===== config.mk =====
export PLATFORM = sky130hd
export DESIGN_NAME = dmem_arbiter_flat
export DESIGN_NICKNAME = d
export VERILOG_FILES = /design/src/rtl/dmem_arbiter_if.sv /design/src/rtl/dmem_arbiter.sv /design/src/flat_wrapper.sv
export SDC_FILE = /design/constraint.sdc
export NUM_CORES = 1
export LEC_CHECK = 0
export CORE_AREA = 2 2 117 119
export CTS_BUF_LIST = sky130_fd_sc_hd__clkbuf_4
export DETAILED_ROUTE_END_ITERATION = 12
export DIE_AREA = 0 0 119 121
export DONT_BUFFER_PORTS = 1
export GPL_TIMING_DRIVEN = 0
export PLACE_DENSITY_LB_ADDON = 0.08
export SYNTH_ARGS = -nofsm -noshare
export SYNTH_HDL_FRONTEND = slang
export SYNTH_SLANG_ARGS = --single-unit

===== constraint.sdc =====
create_clock -name clk -period 1.6 [get_ports clk]
set_input_delay 0.32 -clock clk [delete_from_list [all_inputs] [get_ports clk]]
set_output_delay 0.32 -clock clk [all_outputs]
set_load 0.01 [all_outputs]

===== src/rtl/dmem_arbiter_if.sv =====
// dmem_arbiter_if: CPU, DMA and data-memory bus bundle; slave = arbiter side, master = requesters/memory side
interface dmem_arbiter_if #(
    parameter int AW   = 32,
    parameter int DW   = 32,
    parameter int LENW = 4
);
    logic            cpu_rd;
    logic            cpu_wr;
    logic [AW-1:0]   cpu_addr;
    logic [DW-1:0]   cpu_wdata;
    logic [DW-1:0]   cpu_rdata;
    logic            cpu_stall;
    logic            dma_req;
    logic [LENW-1:0] dma_len;
    logic            dma_valid;
    logic            dma_wr;
    logic [AW-1:0]   dma_addr;
    logic [DW-1:0]   dma_wdata;
    logic            dma_gnt;
    logic            dma_ack;
    logic [DW-1:0]   dma_rdata;
    logic            mem_rd;
    logic            mem_wr;
    logic [AW-1:0]   mem_addr;
    logic [DW-1:0]   mem_wdata;
    logic [DW-1:0]   mem_rdata;
    modport slave (
        input  cpu_rd, cpu_wr, cpu_addr, cpu_wdata,
        input  dma_req, dma_len, dma_valid, dma_wr, dma_addr, dma_wdata,
        input  mem_rdata,
        output cpu_rdata, cpu_stall, dma_gnt, dma_ack, dma_rdata,
        output mem_rd, mem_wr, mem_addr, mem_wdata
    );
    modport master (
        output cpu_rd, cpu_wr, cpu_addr, cpu_wdata,
        output dma_req, dma_len, dma_valid, dma_wr, dma_addr, dma_wdata,
        output mem_rdata,
        input  cpu_rdata, cpu_stall, dma_gnt, dma_ack, dma_rdata,
        input  mem_rd, mem_wr, mem_addr, mem_wdata
    );
endinterface


===== src/rtl/dmem_arbiter.sv =====
// dmem_arbiter: CPU-priority data-memory arbiter with bounded DMA wait; ports clk, reset, bus (cpu_*, dma_*, mem_*)
module dmem_arbiter #(
    parameter int AW       = 32,
    parameter int DW       = 32,
    parameter int LENW     = 4,
    parameter int MAX_WAIT = 8
) (
    input logic          clk,
    input logic          reset,
    dmem_arbiter_if.slave bus
);
    localparam int WW = MAX_WAIT > 1 ? $clog2(MAX_WAIT) : 1;
    typedef enum logic {S_CPU, S_DMA} state_t;
    state_t          state, state_nx;
    logic [WW-1:0]   wait_cnt, wait_nx;
    logic [LENW-1:0] beat_cnt, beat_nx;
    logic            own, cpu_busy, wait_max, grant, last;
    assign own      = state == S_DMA;
    assign cpu_busy = bus.cpu_rd | bus.cpu_wr;
    assign wait_max = wait_cnt == WW'(MAX_WAIT - 1);
    assign grant    = bus.dma_req & (~cpu_busy | wait_max);
    assign last     = beat_cnt == '0;
    assign bus.dma_gnt   = own;
    assign bus.dma_ack   = own & bus.dma_valid;
    assign bus.dma_rdata = own ? bus.mem_rdata : DW'(0);
    assign bus.cpu_rdata = own ? DW'(0) : bus.mem_rdata;
    assign bus.cpu_stall = own & cpu_busy;
    assign bus.mem_addr  = AW'(own ? bus.dma_addr : bus.cpu_addr);
    assign bus.mem_wdata = own ? bus.dma_wdata : bus.cpu_wdata;
    assign bus.mem_wr    = own ? bus.dma_valid & bus.dma_wr : bus.cpu_wr;
    assign bus.mem_rd    = own ? bus.dma_valid & ~bus.dma_wr : bus.cpu_rd;
    always_comb begin
        state_nx = state;
        wait_nx  = '0;
        beat_nx  = beat_cnt;
        if (!own) begin
            state_nx = grant ? S_DMA : S_CPU;
            beat_nx  = grant ? bus.dma_len : beat_cnt;
            wait_nx  = grant || !bus.dma_req ? '0 : wait_max ? wait_cnt : wait_cnt + 1'b1;
        end else if (bus.dma_valid) begin
            state_nx = last ? S_CPU : S_DMA;
            beat_nx  = last ? beat_cnt : beat_cnt - 1'b1;
        end
    end
    always_ff @(posedge clk) begin
        if (reset) begin
            state    <= S_CPU;
            wait_cnt <= '0;
            beat_cnt <= '0;
        end else begin
            state    <= state_nx;
            wait_cnt <= wait_nx;
            beat_cnt <= beat_nx;
        end
    end
endmodule


===== src/flat_wrapper.sv =====
// flat-port wrapper written by rule: the top's interface ports become plain ports
module dmem_arbiter_flat 
#(
    parameter int AW       = 32,
    parameter int DW       = 32,
    parameter int LENW     = 4,
    parameter int MAX_WAIT = 8
)
  (clk, reset, bus_cpu_rd, bus_cpu_wr, bus_cpu_addr, bus_cpu_wdata, bus_dma_req, bus_dma_len, bus_dma_valid, bus_dma_wr, bus_dma_addr, bus_dma_wdata, bus_mem_rdata, bus_cpu_rdata, bus_cpu_stall, bus_dma_gnt, bus_dma_ack, bus_dma_rdata, bus_mem_rd, bus_mem_wr, bus_mem_addr, bus_mem_wdata);
  dmem_arbiter_if #(.AW(AW), .DW(DW), .LENW(LENW)) bus_i ();
  input logic clk;
  input logic reset;
  input wire logic [$bits(bus_i.cpu_rd)-1:0] bus_cpu_rd;
  input wire logic [$bits(bus_i.cpu_wr)-1:0] bus_cpu_wr;
  input wire logic [$bits(bus_i.cpu_addr)-1:0] bus_cpu_addr;
  input wire logic [$bits(bus_i.cpu_wdata)-1:0] bus_cpu_wdata;
  input wire logic [$bits(bus_i.dma_req)-1:0] bus_dma_req;
  input wire logic [$bits(bus_i.dma_len)-1:0] bus_dma_len;
  input wire logic [$bits(bus_i.dma_valid)-1:0] bus_dma_valid;
  input wire logic [$bits(bus_i.dma_wr)-1:0] bus_dma_wr;
  input wire logic [$bits(bus_i.dma_addr)-1:0] bus_dma_addr;
  input wire logic [$bits(bus_i.dma_wdata)-1:0] bus_dma_wdata;
  input wire logic [$bits(bus_i.mem_rdata)-1:0] bus_mem_rdata;
  output wire logic [$bits(bus_i.cpu_rdata)-1:0] bus_cpu_rdata;
  output wire logic [$bits(bus_i.cpu_stall)-1:0] bus_cpu_stall;
  output wire logic [$bits(bus_i.dma_gnt)-1:0] bus_dma_gnt;
  output wire logic [$bits(bus_i.dma_ack)-1:0] bus_dma_ack;
  output wire logic [$bits(bus_i.dma_rdata)-1:0] bus_dma_rdata;
  output wire logic [$bits(bus_i.mem_rd)-1:0] bus_mem_rd;
  output wire logic [$bits(bus_i.mem_wr)-1:0] bus_mem_wr;
  output wire logic [$bits(bus_i.mem_addr)-1:0] bus_mem_addr;
  output wire logic [$bits(bus_i.mem_wdata)-1:0] bus_mem_wdata;
  assign bus_i.cpu_rd = bus_cpu_rd;
  assign bus_i.cpu_wr = bus_cpu_wr;
  assign bus_i.cpu_addr = bus_cpu_addr;
  assign bus_i.cpu_wdata = bus_cpu_wdata;
  assign bus_i.dma_req = bus_dma_req;
  assign bus_i.dma_len = bus_dma_len;
  assign bus_i.dma_valid = bus_dma_valid;
  assign bus_i.dma_wr = bus_dma_wr;
  assign bus_i.dma_addr = bus_dma_addr;
  assign bus_i.dma_wdata = bus_dma_wdata;
  assign bus_i.mem_rdata = bus_mem_rdata;
  assign bus_cpu_rdata = bus_i.cpu_rdata;
  assign bus_cpu_stall = bus_i.cpu_stall;
  assign bus_dma_gnt = bus_i.dma_gnt;
  assign bus_dma_ack = bus_i.dma_ack;
  assign bus_dma_rdata = bus_i.dma_rdata;
  assign bus_mem_rd = bus_i.mem_rd;
  assign bus_mem_wr = bus_i.mem_wr;
  assign bus_mem_addr = bus_i.mem_addr;
  assign bus_mem_wdata = bus_i.mem_wdata;
  dmem_arbiter #(.AW(AW), .DW(DW), .LENW(LENW), .MAX_WAIT(MAX_WAIT)) u_core (.clk(clk), .reset(reset), .bus(bus_i));
endmodule

## Yosys cells after proc, flatten, opt, wreduce, memory -nomap -nowiden

Cells that the tools add are included.

- Reduce and logical (&&, ||, !) cells: 6
- $add $sub $neg: 2
- Bitwise operators: 9
- Equality and inequality tests: 3
- Multiplexer cells: 14

Operators by type and width:

| operator | number |
|---|---|
| two-way mux 32 bit | 4 |
| two-way mux 4 bit | 4 |
| two-way mux 1 bit | 6 |
| bitwise AND 1 bit | 5 |
| zero test 4 bit | 1 |
| inequality test 2 bit, second input constant | 2 |
| subtractor 4 x 1 -> 4 bit, second input constant | 1 |
| adder 3 x 1 -> 3 bit, second input constant | 1 |
| equality test 3 bit, second input constant | 1 |
| AND reduction 3 bit | 1 |
| OR reduction 3 bit | 1 |
| NOT 1 bit | 2 |
| OR 1 bit | 2 |
| nonzero test 2 bit | 1 |
| zero test 1 bit | 1 |
| logical OR 1 bit | 1 |

- Word-level logic and storage cells: 37
- Flip-flop bits (word level): 8

## Longest topological paths before layout

Gate-level depths: netlist of run 1.

- Depth in word-level cells: 6
- Gate-level depth with buffers: 6
- Depth with buffers taken out: 6

## Worst setup path before layout of run 1

Ideal clock, no wire load.

- Path type: reg2out
- Start point: register u_core.state (netlist: u_core.bus.dma_gnt)
- End point: output port bus_mem_addr[26]
- Cell stages (with the launch flop): 5
- Buffers on the path: 3
- Arrival: 1.279 ns
- Path slack: 0.001 ns
- Cell sequence: dfxtp_1 > buf_2 > buf_4 > buf_2 > mux2_2

- Longest elaborated chain between the ends: 1

Ends and longest elaborated chain:

| item | RTL line | text |
|---|---|---|
| start, declared | dmem_arbiter.sv:14 | `state_t state, state_nx;` |
| start signal, assigned | dmem_arbiter.sv:51 | `state <= state_nx;` |
| two-way mux 32 bit | dmem_arbiter.sv:28 | `assign bus.mem_addr = AW'(own ? bus.dma_addr : bus.cpu_addr);` |
| end, declared | flat_wrapper.sv:31 | `output wire logic [$bits(bus_i.mem_addr)-1:0] bus_mem_addr;` |

No other way between the ends.

## Final worst setup path of run 1

- Start point: register u_core.state (netlist: u_core.bus.dma_gnt)
- End point: output port bus_mem_wdata[13]

- Longest elaborated chain between the ends: 1

Ends and longest elaborated chain:

| item | RTL line | text |
|---|---|---|
| two-way mux 32 bit | dmem_arbiter.sv:29 | `assign bus.mem_wdata = own ? bus.dma_wdata : bus.cpu_wdata;` |
| end, declared | flat_wrapper.sv:32 | `output wire logic [$bits(bus_i.mem_wdata)-1:0] bus_mem_wdata;` |

No other way between the ends.

==> qor.txt, run 1 <==
Post-DP HPWL = 5600 um
GRT Util Overall = 8.65%
Bufs and invs on worst path = 2
Synth Instances = 199
Chip Width = 119 um
Share of layout cells above drive strength 1 = 80.6%
Worst-Margin Slew = 0.294 ns
Final hold violations = 0
Synth area leader = mux2_2
Syn nets = 374
Reg2reg setup slack = 0.09 ns
Worst r2r src = u_core.beat_cnt[0]
Total CTS buffers = 3
RSZ-0062 raised after global routing = yes
WL/cell = 18.4 um
Final Setup Violations = 100
Final WS setup = -0.113 ns
P per Cell Area = 368 mW/mm2
Hold_sp = reset
CTS H-Tree Depth = 1
Antenna violations before repair = 0
Antenna viol nets, final = 0
CTS tree = done
Mapped cell area = 0.00168 mm2
WS Path Type = reg -> out
Number of register bits inferred by synthesis = 8
Slowest stage cell, crit path = dfxtp_4
Global route overflow = 0
Synth top area cells = mux2_2, and2_1, nor2b_1
Setup slack after placement = -0.372 ns
Startpoint Class = register
Maximum operating frequency = 0.584 GHz
CP startpoint = u_core.bus.dma_gnt
Die Y = 121 um
Final min period = 1.71 ns
Top Family by Delay on Critical Path = flip-flops
Total negative slack = -6.96 ns
Drt pass-1 iters = 4
Clock-pin slew on the worst setup and hold paths = 0.06 ns
Most frequent cells in the layout = mux2_2, and2_4, mux2_4
GP Congestion = 0.714
Biggest cell delay along the critical path = 0.42 ns
CP cell instances = buf_12 > buf_4 > mux2_2
Rows = 42
Seq/Total Area, Yosys = 9.56%
CP required = 1.28 ns
Max VDD drop = 101 uV
Core outline area = 0.0131 mm2
Skew final = 0.000530 ns
Yosys warns = 0
Syn_area_per_cell = 8.42 um2
Top_reg_cell synth = dfxtp_1
Vias per inst = 4.12
Commonest non-fill, non-tap cell in the layout = mux2_2
CTS max path bufs = 2
Synth async-reset ratio = 0%
Failing checks = negative setup slack
CTS sink cnt = 8
DR iter-0 viols = 31
Post-synth EDFFs = 0
Largest net degree at the start of global routing = 11
Post-route insts no fill = 398
Vias = 1641
Synthesis-to-finish area growth = 70.5%
Rel. slew slack = 80.4%
Remaining DRCs = 0
Starting Density = 12.8%
Num ports = 304
Synth unique cells = 29
IO buf count = 0
Die area = 0.0144 mm2
Max-Cap Viols = 0
DRT Wirelength = 7310 um
CTS Root Cell = clkbuf_4
Clk_lat worst skew = 0.25 ns
Setup crit end kind = output port
N_diodes = 0
Final slew viol count = 0
Fin crit share = 107%
Status = finished, violations left
Post-synth top area share = 43.0%
Min-delay worst type = in -> reg
Lkg Pwr = 1.24 nW
Critical Path AT = 1.39 ns
Crit Path Max Fanout = 10
First-pass GRT wire length = 9680 um
Placed cells = 375
NumNets Final = 399
Vias in the first global route = 1690
[routing by layer]
| metal | wire length [um] | vias to the layer above | track usage [%] |
|---|---|---|---|
| met4 | 34 | 0 | 1.56 |
| met5 | 0 | - | 0 |
| met3 | 674 | 2 | 1.46 |
| met1 | 2120 | 739 | 7.98 |
| met2 | 4480 | 173 | 19.3 |
| li1 | - | 727 | - |
[worst register-to-register path, delay by kind of cell (launching register included)]
kind            cells  cell delay [ns]
buf+inv             1             0.06
compound gates      3             0.50
fa+ha+maj           1             0.11
simple gates        1             0.39
flops               1             0.35
[state kept, by name (all words and copies together), names as in the netlist]
signal              count
u_core.bus.dma_gnt      1
u_core.wait_cnt         3
u_core.beat_cnt         4
[where the power goes]
group / leakage [nW] / internal [W] / switching, W / total [W]
combinational: 1.16 / 0.000376 / 0.000304 / 0.000680
sequential: 0.0670 / 0.000205 / 0.00000835 / 0.000214
clock: 0.0138 / 0.0000861 / 0.0000713 / 0.000157
total: 1.24 / 0.000667 / 0.000383 / 0.00105
[kinds of logic after synthesis]
family / synth area share, %
flip-flops: 9.56
buffers and inverters: 5.38
adder cells (fa/ha/maj): 2.99
multiplexers: 43.0
AO/OA/AOI/OAI: 7.69
AND/OR/NAND/NOR: 31.4
[layout make-up]
cell class / count / area, um2
Tap cell: 176 / 220
Inverter: 5 / 33.8
Timing Repair Buffer: 20 / 313
Sequential cell: 8 / 169
Buffer: 15 / 236
Multi-Input combinational cell: 171 / 1860
Fill cell: 1384 / 10200
Clock buffer: 3 / 22.5
[synth_stat cells (all sizes together) (2+ instances only)]
| cell type | instances |
|---|---|
| clkbuf | 5 |
| ha | 4 |
| a22o | 2 |
| o21ai | 4 |
| dfxtp | 8 |
| nor2b | 34 |
| nor3 | 2 |
| mux2 | 64 |
| a22oi | 2 |
| inv | 4 |
| nand2 | 4 |
| a21oi | 5 |
| and2 | 35 |
| buf | 10 |
| nor2 | 6 |
[metrics by stage]
stage | power (W) | hold WS, ns | cell area (um2) | utilization (%)
2_1_floorplan | 0.000602 | 0.389 | 1680 | -
3_3_place_gp | 0.000672 | 0.394 | 1900 | 14.5
3_5_place_dp | 0.000663 | 0.393 | 1900 | 14.5
4_1_cts | 0.00104 | 0.112 | 2740 | 20.9
5_1_grt | 0.00111 | 0.112 | 2860 | 21.8
6_report | 0.00105 | 0.121 | 2860 | 21.8
[worst paths after layout]
kind,to,cells after the start
worst max-delay path,bus_mem_wdata[13],3
worst min-delay path,u_core.bus.dma_gnt,1
worst max register to register,u_core.beat_cnt[1],6
worst min register to register,u_core.wait_cnt[0],1
[timing repair]
action / in CTS / in global routing
endpoints found under the hold margin: 0 / 0
pin swaps: 1 / 7
gates resized for setup: 168 / 23
setup endpoints to repair: 132 / 134
hold buffers: 0 / 0
setup buffers: 5 / 8
cloned: 7 / 1
Power figures use the tool's default switching activity.
==> inputs of run 2 (changes only) <==
--- a/config.mk
+++ b/config.mk
@@ -12,6 +12,7 @@
 export DONT_BUFFER_PORTS = 1
 export GPL_TIMING_DRIVEN = 0
 export PLACE_DENSITY_LB_ADDON = 0.08
+export REMOVE_ABC_BUFFERS = 1
 export SYNTH_ARGS = -nofsm -noshare
 export SYNTH_HDL_FRONTEND = slang
 export SYNTH_SLANG_ARGS = --single-unit
==> run 2 against run 1 <==
  * The run still ends with negative setup slack left
  * Clock-buffer cell count grew 1
  * Critical path depth did not move
  * Routed wire length is 41% higher
  * Maximum frequency increased by 2.6%
  * Critical endpoint is now bus_mem_addr[23]
==> qor.txt, run 2 (synthesis results as in run 1) <==
Status = finished, violations left
Final WS setup = -0.0692 ns (+0.0436 ns)
Sequential share of power = 18.8% (-1.5 points)
Starting Density = 12.8% (unchanged)
CP cell instances = buf_8 > buf_16 > mux2_4
Num ports = 304 (unchanged)
Placed cells = 361 (-3.7%)
Max VDD drop = 105 uV (+4.3%)
Failing checks = negative setup slack
Biggest cell delay along the critical path = 0.42 ns (about the same)
Skew final = 0.00923 ns (+0.00870 ns)
Total CTS buffers = 3 (unchanged)
Worst-Margin Slew = 0.311 ns (+0.0174 ns)
Post-DP HPWL = 6850 um (+22%)
Sw Pwr = 0.000442 W (+15%)
Vias per inst = 4.24 (+2.9%)
Worst Setup EP = bus_mem_addr[23]
Final Util = 21.7% (-0.17 points)
Most flops, register = u_core.beat_cnt
Core outline area = 0.0131 mm2 (unchanged)
WS Path Type = reg -> out
Final hold violations = 0 (unchanged)
CP startpoint = u_core.bus.dma_gnt
Rows = 42 (unchanged)
Slowest stage cell, crit path = dfxtp_4
IO buf count = 0 (unchanged)
Setup crit end kind = output port
Clock-pin slew on the worst setup and hold paths = 0.07 ns (about the same)
CTS max path bufs = 2 (unchanged)
Synthesis-to-finish area growth = 69.2%
GP Congestion = 0.795 (+11%)
Commonest non-fill, non-tap cell in the layout = mux2_4
Final min period = 1.67 ns (-0.0436 ns)
Maximum operating frequency = 0.599 GHz (+2.6%)
CTS tree = done
Critical Path AT = 1.35 ns (-0.04 ns)
DR iter-0 viols = 49 (+58%)
GRT Util Overall = 11.0% (+2.3 points)
P per Cell Area = 403 mW/mm2 (+9.5%)
Die area = 0.0144 mm2 (unchanged)
Antenna violations before repair = 0 (unchanged)
Share of layout cells above drive strength 1 = 77.1% (-3.5 points)
CP required = 1.28 ns (about the same)
Remaining DRCs = 0 (unchanged)
Reg2reg setup slack = 0.02 ns (-0.07 ns)
Most frequent cells in the layout = mux2_4, nor2b_4, and2_4
Clk_lat worst skew = 0.26 ns (about the same)
Lkg Pwr = 1.26 nW (+1.3%)
CTS sink cnt = 8 (unchanged)
P_int = 0.000700 W (+4.9%)
Drt pass-1 iters = 4 (unchanged)
NumNets Final = 390 (-2.3%)
Cells on worst reg2reg path = 6 (unchanged)
Total negative slack = -1.87 ns (+5.09 ns)
Vias in the first global route = 1612 (-4.6%)
RSZ-0062 raised after global routing = yes
Largest net degree at the start of global routing = 37 (+26)
Max FFs per register = 4 (unchanged)
Bufs and invs on worst path = 2 (unchanged)
Min-delay worst type = in -> reg
Post-route insts no fill = 390 (-2.0%)
Vias = 1654 (+0.79%)
First-pass GRT wire length = 11400 um (+18%)
DRT Wirelength = 10300 um (+41%)
Max-Cap Viols = 0 (unchanged)
Sw Ratio = 38.7% (+2.2 points)
Reg2reg end = u_core.beat_cnt[0]
Chip Width = 119 um (unchanged)
Number of cells on the critical path = 3 (unchanged)
Final slew viol count = 0 (unchanged)
Clock power share = 16.8% (+1.8 points)
CTS Root Cell = clkbuf_4
Worst r2r src = u_core.bus.dma_gnt
Crit Path Max Fanout = 11 (+1)
Combinational power share = 64.4% (-0.3 points)
Die Y = 121 um (unchanged)
Fin crit share = 104% (-2.7 points)
Top Family by Delay on Critical Path = flip-flops
WL/cell = 26.4 um (+44%)
Final Setup Violations = 75 (-25%)
N_diodes = 0 (unchanged)
Final hold slack = 0.112 ns (-0.00873 ns)
Rel. slew slack = 79.2% (-1.2 points)
Antenna viol nets, final = 0 (unchanged)
Global route overflow = 0 (unchanged)
CTS H-Tree Depth = 1 (unchanged)
Startpoint Class = register
[run 2: cell count changes in the layout (fill, tap and decap cells not counted), sizes merged]
cell    change
clkbuf      +1
bufbuf      -1
buf         -8
[run 2: timing repair]
action                     in CTS  in global routing
resized for setup              56                106
setup buffers                   8                  6
cloned                          3                  9
hold buffers                    0                  0
setup endpoints to repair     140                 90
pin swaps                       1                 12
[run 2: worst reg2reg max path, cell delays in order (launching register included)]
cell	delay, ns
dfxtp_4	0.42
buf_8	0.16
buf_12	0.14
and2b_2	0.24
a22oi_4	0.30
or3_1	0.16
a21oi_1	0.05
[run 2: final cells by class]
class / instances / area (um2)
Clock buffer: 4 / 30.0
Fill cell: 1416 / 10300
Inverter: 5 / 18.8
Multi-Input combinational cell: 171 / 1920
Sequential cell: 8 / 165
Tap cell: 176 / 220
Timing Repair Buffer: 26 / 478
[run 2: metal layers]
metal / GRT usage (%) / part of all wire [%]
met5: 0 / 0
met2: 18.8 / 50
met4: 1.34 / 0.22
met3: 2.02 / 6.2
met1: 14.8 / 43
[run 2: how the worst min path moves through the flow]
stage,startpoint,depth (start not counted),end
global route,reset,1,u_core.beat_cnt[1]
detailed placement,reset,1,u_core.bus.dma_gnt
global placement,reset,1,u_core.beat_cnt[1]
finish,reset,1,u_core.bus.dma_gnt
CTS,reset,1,u_core.bus.dma_gnt
floorplan,reset,1,u_core.beat_cnt[0]
[run 2: power by group through the flow]
| stage | registers, W | logic, W | clock network [W] |
|---|---|---|---|
| 2_1_floorplan | 0.000244 | 0.000357 | 0 |
| 3_3_place_gp | 0.000257 | 0.000446 | 0 |
| 3_5_place_dp | 0.000236 | 0.000450 | 0 |
| 4_1_cts | 0.000214 | 0.000587 | 0.000209 |
| 5_1_grt | 0.000216 | 0.000768 | 0.000210 |
| 6_report | 0.000215 | 0.000735 | 0.000192 |
[run 2: stage by stage]
stage | power (W) | area (um2) | setup slack (ns)
final | 0.00114 | 2830 | -0.0692
after global routing | 0.00119 | 2830 | -0.110
after CTS | 0.00101 | 2270 | -0.0954
after floorplan | 0.000602 | 1600 | -2.65
after detailed placement | 0.000685 | 1860 | -0.361
after global placement | 0.000703 | 1820 | -4.25
